==> src/rtl/mem_dep_pkg.sv <==
// Shared types and helpers for the memory dependency tracker (mem_dep_tracker).
package mem_dep_pkg;

    localparam int MD_ADDR_W    = 32;
    localparam int MD_BLK_BYTES = 4;

    localparam logic [1:0] SZ_1B = 2'd0;
    localparam logic [1:0] SZ_2B = 2'd1;
    localparam logic [1:0] SZ_4B = 2'd2;
    localparam logic [1:0] SZ_8B = 2'd3;

    function automatic logic [3:0] size_bytes(input logic [1:0] size);
        logic [3:0] nb;
        case (size)
            SZ_1B:   nb = 4'd1;
            SZ_2B:   nb = 4'd2;
            SZ_4B:   nb = 4'd4;
            SZ_8B:   nb = 4'd8;
            default: nb = 4'd8;
        endcase
        return nb;
    endfunction

    // One pending write: both chunks are kept so later reads can be checked against either half.
    typedef struct packed {
        logic [MD_ADDR_W-1:0]    addr1;
        logic [MD_BLK_BYTES-1:0] mask1;
        logic                    v2;
        logic [MD_ADDR_W-1:0]    addr2;
        logic [MD_BLK_BYTES-1:0] mask2;
    } dep_entry_t;

endpackage

==> src/rtl/mem_chunk_split.sv <==
// Splits one byte access into up to two BLK_BYTES-aligned chunk descriptors.
module mem_chunk_split
    import mem_dep_pkg::*;
#(
    parameter int ADDR_W    = MD_ADDR_W,
    parameter int BLK_BYTES = MD_BLK_BYTES
) (
    input  logic                 en,
    input  logic [ADDR_W-1:0]    addr,
    input  logic [1:0]           size,
    output logic                 size_err,
    output logic                 v1,
    output logic                 v2,
    output logic [ADDR_W-1:0]    addr1,
    output logic [ADDR_W-1:0]    addr2,
    output logic [BLK_BYTES-1:0] mask1,
    output logic [BLK_BYTES-1:0] mask2
);

    localparam int OFF_W = $clog2(BLK_BYTES);

    logic [3:0]             nbytes;
    logic [OFF_W-1:0]       off;
    logic [2*BLK_BYTES-1:0] full;
    logic [ADDR_W-1:0]      base;

    always_comb begin
        nbytes   = size_bytes(size);
        off      = addr[OFF_W-1:0];
        size_err = en && (nbytes > 4'(BLK_BYTES));
        // Byte lanes touched, laid out across two consecutive chunks.
        for (int i = 0; i < 2*BLK_BYTES; i++) begin
            full[i] = (i >= int'(off)) && (i < int'(off) + int'(nbytes));
        end
        base  = {addr[ADDR_W-1:OFF_W], {OFF_W{1'b0}}};
        v1    = en && !size_err;
        addr1 = v1 ? base : '0;
        addr2 = v1 ? base + ADDR_W'(BLK_BYTES) : '0;
        mask1 = v1 ? full[BLK_BYTES-1:0] : '0;
        mask2 = v1 ? full[2*BLK_BYTES-1:BLK_BYTES] : '0;
        v2    = v1 && (|full[2*BLK_BYTES-1:BLK_BYTES]);
    end

endmodule

==> src/rtl/mem_dep_tracker.sv <==
// Pending-write queue with read-after-write stall; optional stall counter under MEM_DEP_STAT_EN.
module mem_dep_tracker
    import mem_dep_pkg::*;
#(
    parameter int ADDR_W    = MD_ADDR_W,
    parameter int BLK_BYTES = MD_BLK_BYTES,
    parameter int DEPTH     = 4
) (
    input  logic                       CLK,
    input  logic                       RST,
    input  logic                       V,
    input  logic                       MEM_RD,
    input  logic                       MEM_WR,
    input  logic [ADDR_W-1:0]          RD_ADDR,
    input  logic [ADDR_W-1:0]          WR_ADDR,
    input  logic [1:0]                 SIZE,
    input  logic                       WR_DONE,
    output logic                       RD_V1_OUT,
    output logic                       RD_V2_OUT,
    output logic [ADDR_W-1:0]          RD_ADDR1_OUT,
    output logic [ADDR_W-1:0]          RD_ADDR2_OUT,
    output logic [BLK_BYTES-1:0]       RD_MASK1_OUT,
    output logic [BLK_BYTES-1:0]       RD_MASK2_OUT,
    output logic                       WR_V1_OUT,
    output logic                       WR_V2_OUT,
    output logic [ADDR_W-1:0]          WR_ADDR1_OUT,
    output logic [ADDR_W-1:0]          WR_ADDR2_OUT,
    output logic [BLK_BYTES-1:0]       WR_MASK1_OUT,
    output logic [BLK_BYTES-1:0]       WR_MASK2_OUT,
    output logic                       SIZE_ERR_OUT,
    output logic                       STALL_OUT,
    output logic [$clog2(DEPTH+1)-1:0] COUNT_OUT,
    output logic [15:0]                STALL_CNT_OUT
);

    localparam int PTR_W = $clog2(DEPTH);
    localparam int CNT_W = $clog2(DEPTH+1);

    logic rd_err, wr_err, size_err;
    logic rd_dep, full_stall, stall, push, pop;

    dep_entry_t       entry_q [DEPTH];
    dep_entry_t       entry_d [DEPTH];
    logic [DEPTH-1:0] valid_q, valid_d;
    logic [PTR_W-1:0] head_q, head_d, tail_q, tail_d;
    logic [CNT_W-1:0] count_q, count_d;

    mem_chunk_split #(.ADDR_W(ADDR_W), .BLK_BYTES(BLK_BYTES)) u_rd_split (
        .en(V & MEM_RD), .addr(RD_ADDR), .size(SIZE), .size_err(rd_err),
        .v1(RD_V1_OUT), .v2(RD_V2_OUT), .addr1(RD_ADDR1_OUT), .addr2(RD_ADDR2_OUT),
        .mask1(RD_MASK1_OUT), .mask2(RD_MASK2_OUT)
    );

    mem_chunk_split #(.ADDR_W(ADDR_W), .BLK_BYTES(BLK_BYTES)) u_wr_split (
        .en(V & MEM_WR), .addr(WR_ADDR), .size(SIZE), .size_err(wr_err),
        .v1(WR_V1_OUT), .v2(WR_V2_OUT), .addr1(WR_ADDR1_OUT), .addr2(WR_ADDR2_OUT),
        .mask1(WR_MASK1_OUT), .mask2(WR_MASK2_OUT)
    );

    function automatic logic chunk_hit(input logic v, input logic [ADDR_W-1:0] a,
                                       input logic [BLK_BYTES-1:0] m, input dep_entry_t e);
        return v && (((a == e.addr1) && (|(m & e.mask1))) ||
                     (e.v2 && (a == e.addr2) && (|(m & e.mask2))));
    endfunction

    function automatic logic [PTR_W-1:0] ptr_inc(input logic [PTR_W-1:0] p);
        return (p == PTR_W'(DEPTH-1)) ? '0 : p + PTR_W'(1);
    endfunction

    // An entry being retired this cycle still blocks reads; the hazard clears one cycle later.
    always_comb begin
        rd_dep = 1'b0;
        for (int e = 0; e < DEPTH; e++) begin
            if (valid_q[e]) begin
                rd_dep = rd_dep
                       | chunk_hit(RD_V1_OUT, RD_ADDR1_OUT, RD_MASK1_OUT, entry_q[e])
                       | chunk_hit(RD_V2_OUT, RD_ADDR2_OUT, RD_MASK2_OUT, entry_q[e]);
            end
        end
        size_err   = rd_err | wr_err;
        full_stall = V && MEM_WR && !size_err && (count_q == CNT_W'(DEPTH));
        stall      = rd_dep | full_stall;
        push       = WR_V1_OUT && !stall;
        pop        = WR_DONE && (count_q != '0);
    end

    always_comb begin
        entry_d = entry_q;
        valid_d = valid_q;
        head_d  = head_q;
        tail_d  = tail_q;
        if (pop) begin
            valid_d[head_q] = 1'b0;
            head_d          = ptr_inc(head_q);
        end
        if (push) begin
            entry_d[tail_q] = '{addr1: WR_ADDR1_OUT, mask1: WR_MASK1_OUT, v2: WR_V2_OUT,
                                addr2: WR_ADDR2_OUT, mask2: WR_MASK2_OUT};
            valid_d[tail_q] = 1'b1;
            tail_d          = ptr_inc(tail_q);
        end
        count_d = count_q + CNT_W'(push) - CNT_W'(pop);
    end

    always_ff @(posedge CLK or negedge RST) begin
        if (!RST) begin
            for (int i = 0; i < DEPTH; i++) entry_q[i] <= '0;
            valid_q <= '0;
            head_q  <= '0;
            tail_q  <= '0;
            count_q <= '0;
        end else begin
            entry_q <= entry_d;
            valid_q <= valid_d;
            head_q  <= head_d;
            tail_q  <= tail_d;
            count_q <= count_d;
        end
    end

    assign SIZE_ERR_OUT = size_err;
    assign STALL_OUT    = stall;
    assign COUNT_OUT    = count_q;

`ifdef MEM_DEP_STAT_EN
    logic [15:0] stall_cnt_q, stall_cnt_d;

    always_comb begin
        stall_cnt_d = stall_cnt_q;
        if (stall && (stall_cnt_q != 16'hFFFF)) stall_cnt_d = stall_cnt_q + 16'd1;
    end

    always_ff @(posedge CLK or negedge RST) begin
        if (!RST) stall_cnt_q <= '0;
        else      stall_cnt_q <= stall_cnt_d;
    end

    assign STALL_CNT_OUT = stall_cnt_q;
`else
    assign STALL_CNT_OUT = '0;
`endif

endmodule

==> config.mk <==
export PLATFORM = sky130hd
export DESIGN_NAME = mem_dep_tracker
export DESIGN_NICKNAME = d
export VERILOG_FILES = /design/src/rtl/mem_dep_pkg.sv /design/src/rtl/mem_chunk_split.sv /design/src/rtl/mem_dep_tracker.sv
export SDC_FILE = /design/constraint.sdc
export NUM_CORES = 1
export LEC_CHECK = 0
export ABC_AREA = 1
export CAP_MARGIN = 20
export CORE_UTILIZATION = 30
export DETAILED_ROUTE_END_ITERATION = 8
export PLACE_DENSITY = 0.59
export RECOVER_POWER = 25
export SYNTH_ARGS = -nofsm -noshare
export SYNTH_HDL_FRONTEND = slang
export SYNTH_SLANG_ARGS = --single-unit
==> constraint.sdc <==
create_clock -name CLK -period 8.7 [get_ports CLK]
set_input_delay 2.175 -clock CLK [delete_from_list [all_inputs] [get_ports CLK]]
set_output_delay 2.175 -clock CLK [all_outputs]
set_load 0.005 [all_outputs]
Word level (Yosys, flattened, before mapping)
Index checks and enable logic that the tools add are counted.
- $mul: 0
- shifts and indexed selects: 0
- order comparisons: 29
- equal/unequal tests: 22
- bitwise logic cells: 31
- muxes and demuxes: 24
- divide/modulo/power cells: 0
- add/sub/neg operators: 8
- reductions and logical operators: 84
- operator list (operator ; count):
    equality test 32 bit ; 16
    bitwise mux 292 bit ; 1
    less-than comparator 4 x 32 -> 1 bit (first input constant) ; 8
    demux 73 bit (select 2 bit) ; 1
    less-than comparator 3 x 32 -> 1 bit (first input constant) ; 4
    2-to-1 mux 32 bit ; 4
    2-to-1 mux 73 bit ; 1
    OR reduction 4 bit ; 18
    AND 4 bit ; 17
    adder 32 x 3 -> 32 bit (second input constant) ; 2
    less-than comparator 1 x 32 -> 1 bit (first input constant) ; 2
    less-than comparator 2 x 32 -> 1 bit (first input constant) ; 2
    logical AND 1 bit ; 52
    2-to-1 mux 4 bit ; 6
    one-hot mux 4 bit (4 select lines) ; 1
    adder 2 x 4 -> 5 bit ; 2
    bitwise OR 1 bit ; 9
    equality test 2 bit (second input constant) ; 4
    greater-or-equal comparator 1 x 2 -> 1 bit (first input constant) ; 4
    logical OR 1 bit ; 8
    less-than comparator 2 x 3 -> 1 bit (second input constant) ; 2
    2-to-1 mux 1 bit ; 6
    adder 2 x 1 -> 2 bit (second input constant) ; 2
    demux 1 bit (select 2 bit) ; 2
    other kinds (17) ; 24
- logic and storage cells: 222
- memories kept: 0
- bits in read-only memories: 0
- latch bits: 0
- output and inout bits: 169
- bits in writable memories: 0
- bits in registers: 303
- bits of input ports: 72

Depth between registers and ports, before layout
- depth in word-level cells: 28
- mapped depth: 29
- depth with buffers taken out: 29

By module
Synthesis repeated with hierarchy kept, for this count alone.
- cells, all modules: 3844
- area, all modules: 24168.2 µm²
- by module, submodules not included (module ; times used ; cells each ; sequential area each (µm²) ; area an instance (µm²)):
    mem_dep_tracker ; 1 ; 3192 ; 7582.3 ; 21323.0
    mem_chunk_split ; 2 ; 326 ; 0.0 ; 1422.6

Worst setup path after synthesis
Ideal clock, no wire load.
- path type: input-to-output
- start point: input port SIZE[1]
- end point: output port STALL_OUT
- slack: 2060 ps
- arrival: 4465 ps
- required time: 6525 ps
- stages on the path: 22
- path buffers: 1
- cell sequence: inv_1 nand2_1 xor2_1 inv_1 ha_1 inv_1 a21oi_1 nand2_1 nand2_2 nand2_1 nand3_1 nand2_1 nor2_1 nand2_1 nor2_1 nand2_1 nand2_1 nand2_1 nand3_1 nor2_2 buf_2 inv_1
- elaborated cells between the ends (all ways): 132
- classes of those cells: add/sub: 1; order compare: 9; eq/ne: 19; mux: 9; bitwise: 25; reduce/logical: 69
- RTL lines (what ; RTL line ; text):
    start, declared ; mem_dep_tracker.sv:16 ; input logic [1:0] SIZE,
    equality test 2 bit (tied with other cells) ; mem_dep_pkg.sv:14 ; case (size)
    one-hot mux 4 bit (4 select lines) (*) ; mem_dep_pkg.sv:14 ;
    parallel branches: the longest is 4 deep, another holds less-than comparator 4 x 32 -> 1 bit ; n/a ;
    logical AND 1 bit (*) ; mem_chunk_split.sv:41 ; v2 = v1 && (|full[2*BLK_BYTES-1:BLK_BYTES]);
    via RD_V2_OUT ; mem_dep_tracker.sv:19 ; output logic RD_V2_OUT,
    logical AND 1 bit ; mem_dep_tracker.sv:62 ; return v && (((a == e.addr1) && (|(m & e.mask1))) ||
    bitwise OR 1 bit ; mem_dep_tracker.sv:77 ; | chunk_hit(RD_V2_OUT, RD_ADDR2_OUT, RD_MASK2_OUT, entry_q[e]);
    2-to-1 mux 1 bit ; mem_dep_tracker.sv:74 ; if (valid_q[e]) begin
    [... 2 more ...] ; n/a ;
    2-to-1 mux 1 bit ; mem_dep_tracker.sv:74 ;
    bitwise OR 1 bit ; mem_dep_tracker.sv:76 ; | chunk_hit(RD_V1_OUT, RD_ADDR1_OUT, RD_MASK1_OUT, entry_q[e])
    bitwise OR 1 bit ; mem_dep_tracker.sv:77 ;
    2-to-1 mux 1 bit ; mem_dep_tracker.sv:74 ;
    bitwise OR 1 bit ; mem_dep_tracker.sv:76 ;
    bitwise OR 1 bit ; mem_dep_tracker.sv:77 ;
    2-to-1 mux 1 bit (*) ; mem_dep_tracker.sv:74 ;
    bitwise OR 1 bit (*) ; mem_dep_tracker.sv:82 ; stall = rd_dep | full_stall;
    end, declared ; mem_dep_tracker.sv:31 ; output logic STALL_OUT,
Mark *: on every way through the listed nets, which the timed path passes.

Worst setup path after layout
- start point: input port RD_ADDR[3]
- end point: output port STALL_OUT
- word-level cells in the longest chain between the ends: 19
- elaborated cells between the ends (all ways): 71
- classes of those cells: add/sub: 1; eq/ne: 16; mux: 6; bitwise: 8; reduce/logical: 40
- RTL lines (what ; RTL line ; text):
    start, declared ; mem_dep_tracker.sv:14 ; input logic [ADDR_W-1:0] RD_ADDR,
    adder 32 x 3 -> 32 bit ; mem_chunk_split.sv:38 ; addr2 = v1 ? base + ADDR_W'(BLK_BYTES) : '0;
    2-to-1 mux 32 bit ; mem_chunk_split.sv:38 ;
    equality test 32 bit ; mem_dep_tracker.sv:63 ; (e.v2 && (a == e.addr2) && (|(m & e.mask2))));
    logical AND 1 bit (2 in a row) ; mem_dep_tracker.sv:63 ;
    logical OR 1 bit ; mem_dep_tracker.sv:62 ;
    logical AND 1 bit ; mem_dep_tracker.sv:62 ;
    bitwise OR 1 bit ; mem_dep_tracker.sv:77 ;
    2-to-1 mux 1 bit ; mem_dep_tracker.sv:74 ;
    [... 2 more ...] ; n/a ;
    2-to-1 mux 1 bit ; mem_dep_tracker.sv:74 ;
    bitwise OR 1 bit ; mem_dep_tracker.sv:76 ;
    bitwise OR 1 bit ; mem_dep_tracker.sv:77 ;
    2-to-1 mux 1 bit ; mem_dep_tracker.sv:74 ;
    bitwise OR 1 bit ; mem_dep_tracker.sv:76 ;
    bitwise OR 1 bit ; mem_dep_tracker.sv:77 ;
    2-to-1 mux 1 bit (*) ; mem_dep_tracker.sv:74 ;
    bitwise OR 1 bit (*) ; mem_dep_tracker.sv:82 ;
Every way passes the cells marked *; elsewhere a longest branch is shown, timed or not.

==> impl_summary.md <==
Logic synthesis
The area fraction of the dominant cell type after synthesis is between 30% and 40%. In this run the cell area of the synthesized design comes to 22,100 um2. The total number of yosys warnings is 0.

The post-synthesis average cell area is about 6.3 um2. The number of flip-flops and latches in the synthesized netlist is 287. In this run, synthesis inferred 0 flip-flops with an integrated enable. The count of cell types in the netlist is 46. Counting flops with an async set or reset pin after synthesis yields a share of 100%. By area the synthesized netlist is led by dfrtp_1 32%, nand2_1 23%, inv_1 6.4%. The fraction of the yosys area taken by sequential cells is 32.5%.

The dominant synthesized flop cell is dfrtp_1. The commonest cells after synthesis are 1,364 x nand2_1, 376 x inv_1, 353 x nor2_1. The synthesized instance count is 3,504. The most instantiated library cell after synthesis is nand2_1. The largest area contributor in the netlist is dfrtp_1.

Power
In this run, flip-flops and latches consume between 30% and 40% of the power. The static power due to leakage is roughly 13 nW. The share of power burned in combinational logic is 41.0%. The fraction of power spent switching nets is 47.2%.

The clock network is responsible for ~23% of the overall power. The power density normalized to cell area is between 200 and 300 nW/um2. Summing internal, switching and leakage power gives 7.16 mW. The net switching power figure is 3.38 mW. The internal power of the cells totals 3.78 mW. The worst supply voltage drop on vdd is 108 uV.

STA
Derived from the worst setup path, the maximum achievable clock frequency is ~120 MHz. At the pin with the least slew margin, the transition time is 6.26 ns. The final critical path takes up 98.1% of the cycle.

Setup repair after global routing left no endpoint under its margin. The worst-case clock skew is 0.0268 ns. The clock period minus final worst setup slack is 8.54 ns. Adding up every negative setup slack in the final design gives 0 ns. The number of hold violations in the final report is 0. The number of pins exceeding their max-slew limit in the final report is ~190. Setup violations remaining at the end of the flow were counted as 0. The worst pin sits at a relative slew slack of -317%.

Global routing
The remaining global-route overflow is 0. In the global route stage, overall resource usage came out at 31.0%. The wire length of the first global-routing pass is 167,000 um. The largest net degree at the start of global routing is roughly 160.

The number of global-route vias before repair is between 20,000 and 25,000. The met2 demand-to-capacity share in global routing is 47.1%. For met3 alone, demand over resource in global routing was 6.50%. The initial antenna violation count was 4.

For met1 alone, demand over resource in global routing was 41.3%. The global routing stage identified its most utilized layer as met2.

Flow run
The count of maximum capacitance violations is 1.

Routing
The number of nets still failing antenna checks after routing is 0. The routed length per instance is 24.9 um. The number of design rule violations left after detail routing is 0. For this block, the initial DRC count from the detailed router was about 3,300.

The routed design has between 100,000 and 150,000 um of wire. Dividing the detail-routed via count by the number of cells gives 5.30. The via count is 25,196. The pre-antenna-repair detailed-routing pass consisted of 6 iterations.

Cells and area
Relative to the synthesized area, the layout overhead comes to 21.2%. The fraction of layout cells with a size suffix above 1 is 7.67%. The final layout contains just under 4,000 nets. The filler cells instantiated in the layout total 8,144.

Clock tree
Clock latency on the worst-skew pair, taken at its later pin, is 0.59 ns. The number of sinks on the clock net is 287. The clock root buffer is clkbuf_16. The clock-pin transition on the worst setup and hold timing paths is 0.06 ns.

The CTS tree is yes. The number of hold buffers added after cts is 0. After clock tree synthesis, the setup repair step added 0 buffers.

The maximum clock path buffer count is 3. The total clock buffers created by CTS is 37. The number of levels in the clock H-tree is 2.

Floorplanning
The area of the core region is 73,000 um2. The overall die width is 274 um. The height of the die is 274 um.

Row generation in the floorplan step produced 99 rows. The die covers approximately 75,000 um2. The starting utilization of the core area is 30.3%.

The count of boundary I/O pins is 241.

Worst setup path
The critical path required time is around 6.5 ns. The kind of end point of the critical path is an output port. STA puts the critical path data arrival time at 6.36 ns.

The type of the setup path with the least slack is primary input to output port. The top fanout value on the critical path is 11. The type of origin of the critical path is a primary input.

Worst hold path
The path class of the tightest hold or removal check is register to register.

Run status
The final reports fail on capacitance limit, slew limit. The run finished, with violations left.

Placement
The wire-length estimate of the detail-placed layout is 95,700 um. The number of buffers inserted by port buffering is ~220. The routability congestion estimate from global placement is ~1.2.
-- metal layers --
layer | part of all wire, % | vias to the layer above
met5 | 0.019 | -
met4 | 5.8 | 4
met3 | 9.2 | 264
met2 | 43 | 1348
met1 | 42 | 11941
li1 | - | 11639
-- cell usage in the layout, fill, tap and decap left out, types with 3 or more instances in the layout --
cell type        synthesis  final
nand2_1               1364   1364
inv_1                  376    376
nor2_1                 353    352
dfrtp_1                287    287
o21ai_0                234    234
clkdlybuf4s50_1          0    214
nand4_1                182    182
nand3_1                176    172
buf_4                   32    103
xor2_1                  90     90
o21ai_1                 88     88
clkbuf_16                0     37
nand2_2                 30     30
conb_1                   1     24
nand3_2                 19     23
nor3_1                  23     23
a21oi_1                 19     19
nor2_2                  17     17
ha_1                    16     16
inv_2                   12     14
o21ai_2                 13     13
nand3b_1                13     13
xnor2_1                 13     13
nor4_1                   9      9
nor2_4                   6      7
clkbuf_8                 0      7
or2_2                    6      6
clkbuf_1                31      6
buf_12                   0      5
o22ai_1                  4      4
nand4_4                  4      4
clkinv_2                 0      4
diode_2                  0      3
o211ai_1                 3      3
inv_6                    0      3
bufinv_16                0      3
clkinvlp_4               0      3
-- worst max-delay path: stages --
cell             delay [ns]
clkdlybuf4s50_1        0.57
ha_1                   0.25
nand2_1                0.14
nor2_4                 0.29
nand2_2                0.24
nand2_2                0.25
nand3_2                0.32
nand2_1                0.14
nand2_1                0.06
nor2_1                 0.12
nand2_1                0.10
nor2_1                 0.42
nand2_1                0.09
nor2_1                 0.14
nand3_1                0.10
nand2_1                0.13
nand2_1                0.07
nand2_2                0.08
nor2_2                 0.08
inv_1                  0.06
clkdlybuf4s50_1        0.49
-- state kept, by name, indices dropped and copies added, names as in the netlist --
name,cells
COUNT_OUT,3
entry_q,276
head_q,2
valid_q,4
tail_q,2
-- cell families (layout without fill, tap and decap cells) --
group,Yosys count,count (layout),share of synthesized area [%]
buf+inv,518,783,10.8
fa+ha+maj,17,17,0.995
xor+xnor,103,103,4.08
other cells,1,27,0.0170
compound gates,369,369,8.76
flops,287,287,32.5
simple gates,2209,2209,42.8
-- repair_timing --
| action | CTS | global route |
|---|---|---|
| endpoints found under the hold margin | 0 | 0 |
| endpoints found under the setup margin | 0 | 3 |
| gates resized for setup | 0 | 5 |
-- power by group through the flow --
| stage | clock network [mW] | registers [mW] | logic (mW) |
|---|---|---|---|
| after floorplan | 0 | 2.26 | 1.84 |
| after global placement | 0 | 2.60 | 2.83 |
| after detailed placement | 0 | 2.60 | 2.84 |
| after CTS | 1.64 | 2.59 | 2.85 |
| after global routing | 1.69 | 2.66 | 3.21 |
| final | 1.61 | 2.61 | 2.94 |
-- area by class of cell --
type	count	area, um2	share of cell area, %
Tap cell	959	1200	4.48
Timing Repair Buffer	326	3050	11.4
Multi-Input combinational cell	2722	12700	47.2
Clock buffer	49	1040	3.88
Sequential cell	287	7180	26.8
Antenna cell	3	7.51	0.0280
Inverter	391	1470	5.48
Clock inverter	17	208	0.775
-- path summary, 6_finish.rpt --
| kind | from | to | slack, ns | depth (start not counted) |
|---|---|---|---|---|
| worst max-delay path | RD_ADDR[3] | STALL_OUT | 0.16 | 21 |
| worst min register to register | entry_q[107] | entry_q[107] | 0.48 | 2 |
| max in group asynchronous | RST | entry_q[280] | 1.06 | 2 |
| worst max register to register | entry_q[80] | entry_q[241] | 4.59 | 19 |
| min in group asynchronous | RST | entry_q[121] | 3.93 | 1 |
| worst min-delay path | entry_q[107] | entry_q[107] | 0.48 | 2 |
-- stage by stage --
| step | instances | area [um2] | worst slack [ns] | utilization, % | hold slack (ns) |
|---|---|---|---|---|---|
| floorplan | 3527 | 22200 | 2.06 | - | 0.442 |
| global placement | 4685 | 25600 | 0.104 | 35.0 | 0.459 |
| detailed placement | 4685 | 25600 | 0.145 | 35.0 | 0.470 |
| CTS | 4751 | 26800 | 0.126 | 36.7 | 0.485 |
| global route | 4753 | 26800 | 0.0201 | 36.7 | 0.526 |
| finish | 4754 | 26800 | 0.161 | 36.7 | 0.484 |
No activity file was read; power rests on OpenSTA's default activity.
